==> src/rtl/mem_preload_pkg.sv <==
// mem_preload_pkg: shared state type, default widths and checksum helper for the
// memory preload controller.
package mem_preload_pkg;

    localparam int unsigned DefDataWidth = 8;
    localparam int unsigned DefAddrWidth = 16;
    localparam int unsigned DefDepth     = 65536;
    localparam int unsigned DefCsumWidth = 16;

    typedef enum logic [2:0] {
        StIdle,
        StLoad,
        StFlush,
        StVerify,
        StDone,
        StError
    } state_e;

    // Plain modular add; callers truncate the result to their accumulator width.
    function automatic logic [31:0] csum_add(input logic [31:0] acc, input logic [31:0] data);
        return acc + data;
    endfunction

endpackage

==> src/rtl/mem_preload_csum.sv <==
// mem_preload_csum: checksum accumulator with synchronous clear and enable.
// Widths up to 32 bits.
module mem_preload_csum
    import mem_preload_pkg::*;
#(
    parameter int unsigned DATA_WIDTH = DefDataWidth,
    parameter int unsigned CSUM_WIDTH = DefCsumWidth
) (
    input  logic                  clk,
    input  logic                  reset,
    input  logic                  clr,
    input  logic                  en,
    input  logic [DATA_WIDTH-1:0] data,
    output logic [CSUM_WIDTH-1:0] sum
);

    logic [CSUM_WIDTH-1:0] sum_q, sum_d;

    // Next sum: clear wins over accumulate.
    always_comb begin
        sum_d = sum_q;
        if (clr) begin
            sum_d = '0;
        end else if (en) begin
            sum_d = CSUM_WIDTH'(csum_add(32'(sum_q), 32'(data)));
        end
    end

    // Accumulator register.
    always_ff @(posedge clk or posedge reset) begin
        if (reset) begin
            sum_q <= '0;
        end else begin
            sum_q <= sum_d;
        end
    end

    assign sum = sum_q;

endmodule

==> src/rtl/mem_preload_ctrl.sv <==
// mem_preload_ctrl: preloads a RAM region from a valid/ready word stream while
// holding the CPU off the bus. Addresses wrap modulo DEPTH.
// Define MEM_PRELOAD_VERIFY_EN to add a readback pass that re-sums the region and
// flags a checksum mismatch.
module mem_preload_ctrl
    import mem_preload_pkg::*;
#(
    parameter int unsigned DATA_WIDTH = DefDataWidth,
    parameter int unsigned ADDR_WIDTH = DefAddrWidth,
    parameter int unsigned DEPTH      = DefDepth,
    parameter int unsigned CSUM_WIDTH = DefCsumWidth
) (
    input  logic                  clk,
    input  logic                  reset,
    input  logic                  start,
    input  logic                  abort,
    input  logic [ADDR_WIDTH-1:0] start_addr,
    input  logic [ADDR_WIDTH:0]   length,
    input  logic                  s_valid,
    input  logic [DATA_WIDTH-1:0] s_data,
    output logic                  s_ready,
    output logic                  mem_we,
    output logic                  mem_re,
    output logic [ADDR_WIDTH-1:0] mem_addr,
    output logic [DATA_WIDTH-1:0] mem_wdata,
    input  logic [DATA_WIDTH-1:0] mem_rdata,
    output logic                  cpu_hold,
    output logic                  busy,
    output logic                  done,
    output logic                  error,
    output logic [ADDR_WIDTH:0]   words_done,
    output logic [CSUM_WIDTH-1:0] csum
);

    function automatic logic [ADDR_WIDTH-1:0] wrap_inc(input logic [ADDR_WIDTH-1:0] a);
        if (32'(a) == DEPTH - 1) begin
            return '0;
        end
        return a + ADDR_WIDTH'(1);
    endfunction

    state_e                state_q, state_d;
    logic [ADDR_WIDTH-1:0] ptr_q, ptr_d;
    logic [ADDR_WIDTH:0]   len_q, len_d;
    logic [ADDR_WIDTH:0]   words_done_q, words_done_d;
    logic [ADDR_WIDTH-1:0] mem_addr_q, mem_addr_d;
    logic [DATA_WIDTH-1:0] mem_wdata_q, mem_wdata_d;
    logic                  mem_we_q, mem_we_d;
    logic                  done_q, done_d;
    logic                  busy_w, xfer, start_ok;
    logic [CSUM_WIDTH-1:0] load_sum;

    assign busy_w   = state_q inside {StLoad, StFlush, StVerify};
    assign s_ready  = (state_q == StLoad);
    assign xfer     = s_valid & s_ready;
    assign start_ok = start & ~abort & (state_q inside {StIdle, StDone, StError});

    mem_preload_csum #(
        .DATA_WIDTH(DATA_WIDTH),
        .CSUM_WIDTH(CSUM_WIDTH)
    ) u_load_csum (
        .clk  (clk),
        .reset(reset),
        .clr  (start_ok),
        .en   (xfer),
        .data (s_data),
        .sum  (load_sum)
    );

`ifdef MEM_PRELOAD_VERIFY_EN
    logic [ADDR_WIDTH-1:0] base_q, base_d;
    logic [ADDR_WIDTH:0]   rd_cnt_q, rd_cnt_d;
    logic                  mem_re_q, mem_re_d;
    logic                  rd_valid_q;
    logic                  error_q, error_d;
    logic [CSUM_WIDTH-1:0] verify_sum;
    logic                  verify_match;

    // Read data arrives the cycle after each mem_re.
    mem_preload_csum #(
        .DATA_WIDTH(DATA_WIDTH),
        .CSUM_WIDTH(CSUM_WIDTH)
    ) u_verify_csum (
        .clk  (clk),
        .reset(reset),
        .clr  (start_ok | (state_q == StFlush)),
        .en   (rd_valid_q & (state_q == StVerify)),
        .data (mem_rdata),
        .sum  (verify_sum)
    );

    // The last read word is folded in combinationally so the decision lands on its cycle.
    assign verify_match =
        (CSUM_WIDTH'(csum_add(32'(verify_sum), 32'(mem_rdata))) == load_sum);
`else
    logic unused_rdata;
    assign unused_rdata = ^mem_rdata;
`endif

    // Next-state and registered-output logic.
    always_comb begin
        state_d      = state_q;
        ptr_d        = ptr_q;
        len_d        = len_q;
        words_done_d = words_done_q;
        mem_addr_d   = mem_addr_q;
        mem_wdata_d  = mem_wdata_q;
        mem_we_d     = 1'b0;
        done_d       = done_q;
`ifdef MEM_PRELOAD_VERIFY_EN
        base_d       = base_q;
        rd_cnt_d     = rd_cnt_q;
        mem_re_d     = 1'b0;
        error_d      = error_q;
`endif
        // An accepted word is always written, even if abort lands on the same edge.
        if (xfer) begin
            mem_we_d     = 1'b1;
            mem_addr_d   = ptr_q;
            mem_wdata_d  = s_data;
            ptr_d        = wrap_inc(ptr_q);
            words_done_d = words_done_q + 1'b1;
        end

        if (abort) begin
            state_d = StIdle;
        end else if (start_ok) begin
            ptr_d        = start_addr;
            len_d        = length;
            words_done_d = '0;
`ifdef MEM_PRELOAD_VERIFY_EN
            base_d       = start_addr;
            error_d      = 1'b0;
`endif
            if (length == '0) begin
                state_d = StDone;
                done_d  = 1'b1;
            end else begin
                state_d = StLoad;
                done_d  = 1'b0;
            end
        end else begin
            unique case (state_q)
                StLoad: begin
                    if (xfer && (words_done_q + 1'b1 == len_q)) begin
                        state_d = StFlush;
                    end
                end
                StFlush: begin
`ifdef MEM_PRELOAD_VERIFY_EN
                    // Issue the first readback while the final write retires.
                    state_d    = StVerify;
                    mem_re_d   = 1'b1;
                    mem_addr_d = base_q;
                    ptr_d      = wrap_inc(base_q);
                    rd_cnt_d   = (ADDR_WIDTH + 1)'(1);
`else
                    state_d = StDone;
                    done_d  = 1'b1;
`endif
                end
`ifdef MEM_PRELOAD_VERIFY_EN
                StVerify: begin
                    if (rd_cnt_q != len_q) begin
                        mem_re_d   = 1'b1;
                        mem_addr_d = ptr_q;
                        ptr_d      = wrap_inc(ptr_q);
                        rd_cnt_d   = rd_cnt_q + 1'b1;
                    end
                    // Reads are back to back, so valid data with no read in flight is the last.
                    if (rd_valid_q && !mem_re_q) begin
                        if (verify_match) begin
                            state_d = StDone;
                            done_d  = 1'b1;
                        end else begin
                            state_d = StError;
                            error_d = 1'b1;
                        end
                    end
                end
`endif
                default: ;
            endcase
        end
    end

    // State and output registers.
    always_ff @(posedge clk or posedge reset) begin
        if (reset) begin
            state_q      <= StIdle;
            ptr_q        <= '0;
            len_q        <= '0;
            words_done_q <= '0;
            mem_addr_q   <= '0;
            mem_wdata_q  <= '0;
            mem_we_q     <= 1'b0;
            done_q       <= 1'b0;
        end else begin
            state_q      <= state_d;
            ptr_q        <= ptr_d;
            len_q        <= len_d;
            words_done_q <= words_done_d;
            mem_addr_q   <= mem_addr_d;
            mem_wdata_q  <= mem_wdata_d;
            mem_we_q     <= mem_we_d;
            done_q       <= done_d;
        end
    end

`ifdef MEM_PRELOAD_VERIFY_EN
    // Readback registers.
    always_ff @(posedge clk or posedge reset) begin
        if (reset) begin
            base_q     <= '0;
            rd_cnt_q   <= '0;
            mem_re_q   <= 1'b0;
            rd_valid_q <= 1'b0;
            error_q    <= 1'b0;
        end else begin
            base_q     <= base_d;
            rd_cnt_q   <= rd_cnt_d;
            mem_re_q   <= mem_re_d;
            rd_valid_q <= mem_re_q;
            error_q    <= error_d;
        end
    end

    assign mem_re = mem_re_q;
    assign error  = error_q;
`else
    assign mem_re = 1'b0;
    assign error  = 1'b0;
`endif

    assign mem_we     = mem_we_q;
    assign mem_addr   = mem_addr_q;
    assign mem_wdata  = mem_wdata_q;
    assign done       = done_q;
    assign busy       = busy_w;
    assign cpu_hold   = busy_w;
    assign words_done = words_done_q;
    assign csum       = load_sum;

endmodule
==> config.mk <==
export PLATFORM = sky130hd
export DESIGN_NAME = mem_preload_ctrl
export DESIGN_NICKNAME = d
export VERILOG_FILES = /design/src/rtl/mem_preload_pkg.sv /design/src/rtl/mem_preload_csum.sv /design/src/rtl/mem_preload_ctrl.sv
export SDC_FILE = /design/constraint.sdc
export NUM_CORES = 1
export LEC_CHECK = 0
export CELL_PAD_IN_SITES_DETAIL_PLACEMENT = 1
export CELL_PAD_IN_SITES_GLOBAL_PLACEMENT = 2
export CORE_ASPECT_RATIO = 1.4
export CORE_MARGIN = 10
export CORE_UTILIZATION = 41
export DETAILED_ROUTE_END_ITERATION = 10
export DONT_BUFFER_PORTS = 1
export PLACE_DENSITY_LB_ADDON = 0.1
export SLEW_MARGIN = 5
export SYNTH_ARGS = -nofsm -noshare
export SYNTH_HDL_FRONTEND = slang
export SYNTH_HIERARCHICAL = 1
export SYNTH_SLANG_ARGS = --single-unit
==> constraint.sdc <==
create_clock -name clk -period 6.1 [get_ports clk]
set_clock_uncertainty 0.2 [all_clocks]
set_input_delay 1.22 -clock clk [delete_from_list [all_inputs] [get_ports clk]]
set_output_delay 1.22 -clock clk [all_outputs]
set_load 0.01 [all_outputs]
==> impl_metrics.yaml, run 1 <==
outcome:
  status: "completed"
logic_synthesis:
  yosysTopAreaCell: "dfrtp_1"
  synthTopCellsByArea: "dfrtp_1, nand2_1, xor2_1"
  async_flop_share: 1.00
  synth_edf_count: 0
  ys_types: 68
  synth_flop_cell: "dfrtp_1"
  synth_area_per_cell_um2: 9.24
  ys_ff_latch: 95
  syn_inst: 561
  syn_area_um2: 5180
  synth_seq_area_share: 0.459
  yosysWarnings: 6
  synth_top_cell_area_share: 0.459
cts:
  hold_buffers: 0
  clockBufferDepth: 2
  cts_setup_buffers: 0
  cts.sinks: 95
  cts_resized: 0
  cts_tree: "built"
  cts.clk_slew.worst_paths_ps: 70
  cts-root-buf: "clkbuf_16"
  htree_levels: 3
  clk_latency_ps: 340
  cts_made_buffers: 9
finish:
  drive_gt1_frac: 0.101
  fillers: 1427
  utilization: 0.451
  final_cell_mix: "nand2_1, dfrtp_1, nor2_1"
  final_common_cell: "nand2_1"
  fin_nets: 616
  areaGrowthSynthToFinish_pct: 7.66
  antenna_cells: 0
  fin_cells: 706
global_route:
  antenna_found_initial: 0
  gr-total-overflow: 0
  grt_max_degree: 47
  grt_use_total: 0.168
  grt_pass1_vias: 4417
  grt_pass1_wl_um: 23700
floorplan:
  core_area_um2: 12400
  num_rows: 48
  dieArea_um2: 17600
  start_util: 0.419
  die_w_um: 115
  io_pins: 118
  fp.dieH_um: 153
critical_path:
  crit_chain: "nand4bb_2, clkinv_1, buf_4, nand4_1, or4_1, o21a_1"
  worstSetupPathType: "in2reg"
  critical_path.startpoint_type: "input port"
  critPathCaptureType: "flop"
  crit_slowest_cell: "or4_1"
  cp_max_fo: 40
  cp.required_ps: 6130
  arrival_ps: 3620
  slowest_delay_ps: 580
sta:
  hold_viol: 0
  setup_ws_ps: 2510
  relSlewSlack: 0.382
  setup_viol: 0
  fmax_ghz: 0.278
  drv_slew: 0
  worstMarginPinSlew_ps: 916
  whs_ps: 325
  layout_min_cycle_time_ps: 3590
  rsz0062_at_grt: "no"
  finalCritPeriodShare: 0.589
  finalSetupTns_ps: 0
run:
  cap_violations: 0
route:
  drc: 0
  wire_per_inst_um: 20.8
  viasPerCell: 5.70
  initialDrtViolationCount: 197
  vias: 4021
  drtAntennaViolNets: 0
  drtPass1Iterations: 4
  wl_um: 14700
placed_design:
  dpl.hpwl_um: 10800
  dp_cells: 690
  dp_slack_ps: 2110
  place.gp.congestion: 0.837
  io_buffers: 0
power_and_ir_drop:
  worst_ir_drop_vdd_uv: 177
  power_density_nw_per_um2: 332
  total_leakage_power_nw: 2.41
worst_hold_path:
  hp-class: "reg2reg"
## sequential cells by signal, summed over array words and instances, names as in the netlist
name / flops
len_q: 17
words_done: 17
mem_addr: 16
ptr_q: 16
u_load_csum/sum: 16
mem_wdata: 8
state_q: 3
done: 1
mem_we: 1
## worst paths after layout
path                            start            to  slack, ps  cells after the start
max                           s_valid    state_q[0]       2510                      6
min                         ptr_q[15]  mem_addr[15]        320                      2
max reg2reg                state_q[2]    state_q[0]       2770                      6
min reg2reg                 ptr_q[15]  mem_addr[15]        320                      2
max in group asynchronous       reset      ptr_q[2]       4040                      2
min in group asynchronous       reset   mem_addr[5]        630                      1
## cells by family after synthesis
group / Yosys count / share of synthesized area
XOR/XNOR: 56 / 0.0947
adder cells (fa/ha/maj): 11 / 0.0280
buffers and inverters: 40 / 0.0328
multiplexers: 21 / 0.0459
AND/OR/NAND/NOR: 250 / 0.229
AO/OA/AOI/OAI: 87 / 0.110
flip-flops: 95 / 0.459
other: 1 / 0.000724
## final cells by class
class	instances	area (µm²)	share of cell area
clock buffers	12	256	0.0460
clock inverters	4	28.8	0.00516
inverters	14	53.8	0.00965
multi-input cells	427	2640	0.474
flip-flops and latches	95	2380	0.426
well taps	150	188	0.0336
repair buffers	4	30.0	0.00538
## cell usage after synthesis, types with 5 or more instances
master    instances
nor2_1           48
clkbuf_1         12
xnor2_1          27
nor2b_1           5
nand4_1          14
nand2_1         114
dfrtp_1          95
nor4_1            9
or3_1             5
buf_1             6
nor3_1            9
o21ai_0          28
xor2_1           29
inv_1            13
nand3_1          14
mux2_2           16
a21oi_1          19
ha_1             10
nand2b_1         10
## worst max-delay path, delay by kind of cell
family | cells | cell delay [ps]
AOI/OAI and AO/OA | 1 | 220
buffers and inverters | 2 | 900
and+or+nand+nor | 3 | 1280
## report_power, final
group	leakage [nW]	internal, mW	total [mW]	switching [mW]
Clock	0.135	0.300	0.547	0.247
Sequential	1.22	0.753	0.925	0.171
Combinational	1.05	0.166	0.382	0.216
Total	2.41	1.22	1.85	0.635
## layer usage
layer,global-route usage,up-vias,share of wire
met5,0,-,0
met4,0.0573,0,0.024
met3,0.0623,19,0.074
met2,0.288,80,0.52
met1,0.183,2020,0.38
li1,-,1902,-
## stage by stage
step,instance area (µm²),power [mW]
CTS,5580,1.89
detailed placement,5290,1.33
global placement,5290,1.31
global route,5580,1.98
floorplan,5180,1.20
finish,5580,1.85
No activity file was read; power rests on OpenSTA's default activity.
==> inputs of run 2 (changes only) <==
CORE_UTILIZATION = 35   (was 41)
clock period = 3.1 ns   (was 6.1 ns; I/O delays follow)
==> run 2 against run 1 <==
- flip-flop and latch count stayed put
- via count is 0.47% higher
- largest cell class unchanged
- register-to-register slack worse by 2300 ps
==> impl_metrics.yaml, run 2 (synthesized netlist as in run 1, its figures left out) <==
sta:
  finalCritPeriodShare: 0.856
  setup_viol: 0
  layout_min_cycle_time_ps: 2660
  hold_viol: 0
  drv_slew: 0
  rsz0062_at_grt: "no"
  relSlewSlack: 0.402
  finalSetupTns_ps: 0
  fmax_ghz: 0.377
  worstMarginPinSlew_ps: 897
finish:
  drive_gt1_frac: 0.129
  fillers: 1657
  antenna_cells: 0
  final_cell_mix: "nand2_1, dfrtp_1, nor2_1"
  areaGrowthSynthToFinish_pct: 12.4
  final_common_cell: "nand2_1"
  fin_nets: 633
route:
  drtPass1Iterations: 4
  viasPerCell: 5.30
  drc: 0
  wl_um: 15500
  wire_per_inst_um: 20.3
  vias: 4040
  drtAntennaViolNets: 0
  initialDrtViolationCount: 155
critical_path:
  worstSetupPathType: "reg2reg"
  slowest_delay_ps: 650
  critical_path.startpoint_type: "flop"
  arrival_ps: 2690
  cp_max_fo: 9
  crit_slowest_cell: "dfrtp_1"
  cp.required_ps: 3140
  crit_chain: "nand4_1, nor4_1, xnor2_1, o2111ai_1, or4_1, o21a_1"
  critPathCaptureType: "flop"
power_and_ir_drop:
  p_seq_frac: 0.458
  p_switching_mw: 1.26
  swShare: 0.321
  power_density_nw_per_um2: 673
  total_power_mw: 3.92
  p_clk_frac: 0.340
  total_leakage_power_nw: 2.53
  worst_ir_drop_vdd_uv: 292
  combinationalPowerShare: 0.202
  p_int_mw: 2.66
global_route:
  grt_pass1_wl_um: 24700
  antenna_found_initial: 0
  gr-total-overflow: 0
  grt_max_degree: 50
  grt_pass1_vias: 4428
  grt_use_total: 0.157
placed_design:
  place.gp.congestion: 0.804
  io_buffers: 0
  dpl.hpwl_um: 11800
cts:
  cts-root-buf: "clkbuf_16"
  hold_buffers: 0
  htree_levels: 3
  clk_latency_ps: 340
  clockBufferDepth: 2
  cts_setup_buffers: 0
  cts.clk_slew.worst_paths_ps: 70
  cts_tree: "built"
  cts.sinks: 95
  cts_made_buffers: 9
  cts_resized: 0
floorplan:
  dieArea_um2: 20100
  start_util: 0.357
  die_w_um: 123
  core_area_um2: 14500
  fp.dieH_um: 164
  num_rows: 52
  io_pins: 118
worst_hold_path:
  hp-class: "in2async"
outcome:
  status: "completed"
run:
  cap_violations: 0
-- run 2: metrics by stage --
step	area (µm²)	utilization	hold WS, ps	worst slack [ps]	std cells
3_5_place_dp	5470	0.377	312	414	746
4_1_cts	5830	0.402	58.2	406	762
6_report	5830	0.402	45.2	445	762
2_1_floorplan	5180	-	256	257	562
3_3_place_gp	5470	0.377	306	450	746
5_1_grt	5830	0.402	103	263	762
-- run 2: worst max-delay path, delay by kind of cell, from the launching register on --
family	cells	cell delay, ps
xor+xnor	1	160
compound gates	2	340
flops	1	650
simple gates	3	1200
-- run 2: power groups by stage --
stage / combinational, mW / sequential, mW / clock (mW)
4_1_cts: 0.811 / 1.81 / 1.37
5_1_grt: 0.910 / 1.85 / 1.43
2_1_floorplan: 0.616 / 1.75 / 0
6_report: 0.792 / 1.80 / 1.33
3_3_place_gp: 0.781 / 1.83 / 0
3_5_place_dp: 0.805 / 1.83 / 0
-- run 2: layout make-up --
cell class              count  area (µm²)  share of cell area
multi-input cells         427        2640               0.454
flip-flops and latches     95        2380               0.408
clock buffers              11         253              0.0434
well taps                 189         236              0.0406
repair buffers             21         158              0.0271
clock inverters             5         104              0.0178
inverters                  14        53.8             0.00924
-- run 2: final timing paths --
kind                       slack (ps)             endpoint  cells past startpoint          start
max                               440           state_q[0]                      6  words_done[2]
min                                50  u_load_csum/sum[13]                      1          reset
max reg2reg                       440           state_q[0]                      6  words_done[2]
min reg2reg                       330          mem_addr[7]                      2       ptr_q[7]
max in group asynchronous        1810             ptr_q[8]                      2          reset
min in group clk                  130           state_q[2]                      1          abort
-- run 2: per-layer routing --
layer	track usage	wire, µm	vias to the layer above
met5	0	0	-
met4	0.0483	216	0
met3	0.0612	1310	13
met2	0.274	8030	87
met1	0.171	5920	2011
li1	-	-	1929
==> inputs of run 3 (changes only) <==
CORE_UTILIZATION = 38   (was 35)
clock period = 2.9 ns   (was 3.1 ns; I/O delays follow)
==> run 3 against run 2 <==
- combinational power increased by 8.1%
- via count about the same
- sequential share of layout area increased by 0.35 points
- setup slack got worse by 150 ps
- die area is 6.8% lower
- hold slack got worse by 11 ps
- wire length decreased by 1.1%
- final cell count is 0.26% lower
- fmax up 2.0%
- total power down 0.47%
- global-route usage rose by 0.58 points
==> impl_metrics.yaml, run 3 (synthesized netlist as in run 1, its figures left out) <==
outcome:
  status: "completed"
global_route:
  grt_use_total: 0.163
  gr-total-overflow: 0
  grt_pass1_vias: 4444
  grt_max_degree: 50
  antenna_found_initial: 0
  grt_pass1_wl_um: 24400
cts:
  cts-root-buf: "clkbuf_16"
  cts_made_buffers: 9
  clk_latency_ps: 340
  cts.sinks: 95
  htree_levels: 3
  cts.clk_slew.worst_paths_ps: 70
  cts_resized: 0
  cts_setup_buffers: 0
  hold_buffers: 0
  clockBufferDepth: 2
  cts_tree: "built"
floorplan:
  die_w_um: 119
  io_pins: 118
  fp.dieH_um: 158
  start_util: 0.387
  core_area_um2: 13400
  dieArea_um2: 18800
  num_rows: 50
sta:
  worstMarginPinSlew_ps: 893
  hold_viol: 0
  fmax_ghz: 0.384
  finalCritPeriodShare: 0.898
  setup_viol: 0
  drv_slew: 0
  finalSetupTns_ps: 0
  relSlewSlack: 0.404
  rsz0062_at_grt: "no"
  layout_min_cycle_time_ps: 2600
finish:
  fillers: 1586
  areaGrowthSynthToFinish_pct: 11.5
  antenna_cells: 0
  fin_nets: 638
  final_common_cell: "nand2_1"
  drive_gt1_frac: 0.133
  final_cell_mix: "nand2_1, dfrtp_1, nor2_1"
critical_path:
  r2r_end: "state_q[0]"
  arrival_ps: 2630
  reg2reg_depth: 7
  cp.required_ps: 2920
  rrSetupSlack_ps: 300
  critical_path.startpoint_type: "flop"
  critPathCaptureType: "flop"
  r2r-start: "words_done[0]"
  worstSetupPathType: "reg2reg"
  cp_max_fo: 6
placed_design:
  dpl.hpwl_um: 11900
  place.gp.congestion: 0.846
  io_buffers: 0
route:
  drtPass1Iterations: 4
  wire_per_inst_um: 20.1
  vias: 4038
  viasPerCell: 5.31
  initialDrtViolationCount: 211
  wl_um: 15300
  drtAntennaViolNets: 0
  drc: 0
power_and_ir_drop:
  total_leakage_power_nw: 2.51
  total_power_mw: 3.90
  power_density_nw_per_um2: 675
  worst_ir_drop_vdd_uv: 286
run:
  cap_violations: 0
worst_hold_path:
  hp-class: "in2async"
-- run 3: critical path: stages, from the launching register on --
cell       delay (ps)
dfrtp_1           360
ha_1              250
nand4_1           310
nor4_1            400
xnor2_1           160
o2111ai_1         120
or4_1             480
o21a_1            210
-- run 3: per-stage QoR --
| stage | instances | hold WS [ps] | util | cell area (µm²) | setup WS, ps |
|---|---|---|---|---|---|
| after floorplan | 562 | 256 | - | 5180 | 96.6 |
| after global placement | 744 | 288 | 0.411 | 5500 | 303 |
| after detailed placement | 744 | 294 | 0.411 | 5500 | 277 |
| after CTS | 760 | 49.6 | 0.431 | 5780 | 259 |
| after global routing | 760 | 56.4 | 0.431 | 5780 | 80.0 |
| final | 760 | 34.5 | 0.431 | 5780 | 296 |
-- run 3: power by group --
group	switching, mW	internal (mW)	total (mW)
logic	0.484	0.372	0.856
registers	0.338	1.58	1.92
clock network	0.514	0.608	1.12
-- run 3: final cells by class --
class                   instances  area, µm²  area share
well taps                     182        228      0.0394
clock inverters                 4       31.3     0.00542
multi-input cells             427       2640       0.458
flip-flops and latches         95       2380       0.412
repair buffers                 26        195      0.0338
clock buffers                  12        246      0.0427
inverters                      14       53.8     0.00932
-- run 3: how the worst max path moves through the flow --
stage | start | end | slack (ps) | cells after the start
floorplan | reset | done | 100 | 1
global placement | s_data[0] | u_load_csum/sum[14] | 300 | 8
detailed placement | words_done[4] | state_q[0] | 280 | 6
CTS | words_done[0] | state_q[0] | 260 | 7
global route | words_done[1] | state_q[0] | 80 | 7
finish | words_done[0] | state_q[0] | 300 | 7
-- run 3: layer usage --
metal / track usage / vias to the layer above / share of wire / wire length [µm]
met5: 0 / - / 0 / 0
met4: 0.0595 / 0 / 0.018 / 276
met3: 0.0538 / 10 / 0.068 / 1030
met2: 0.306 / 74 / 0.55 / 8420
met1: 0.163 / 2022 / 0.36 / 5580
li1: - / 1932 / - / -
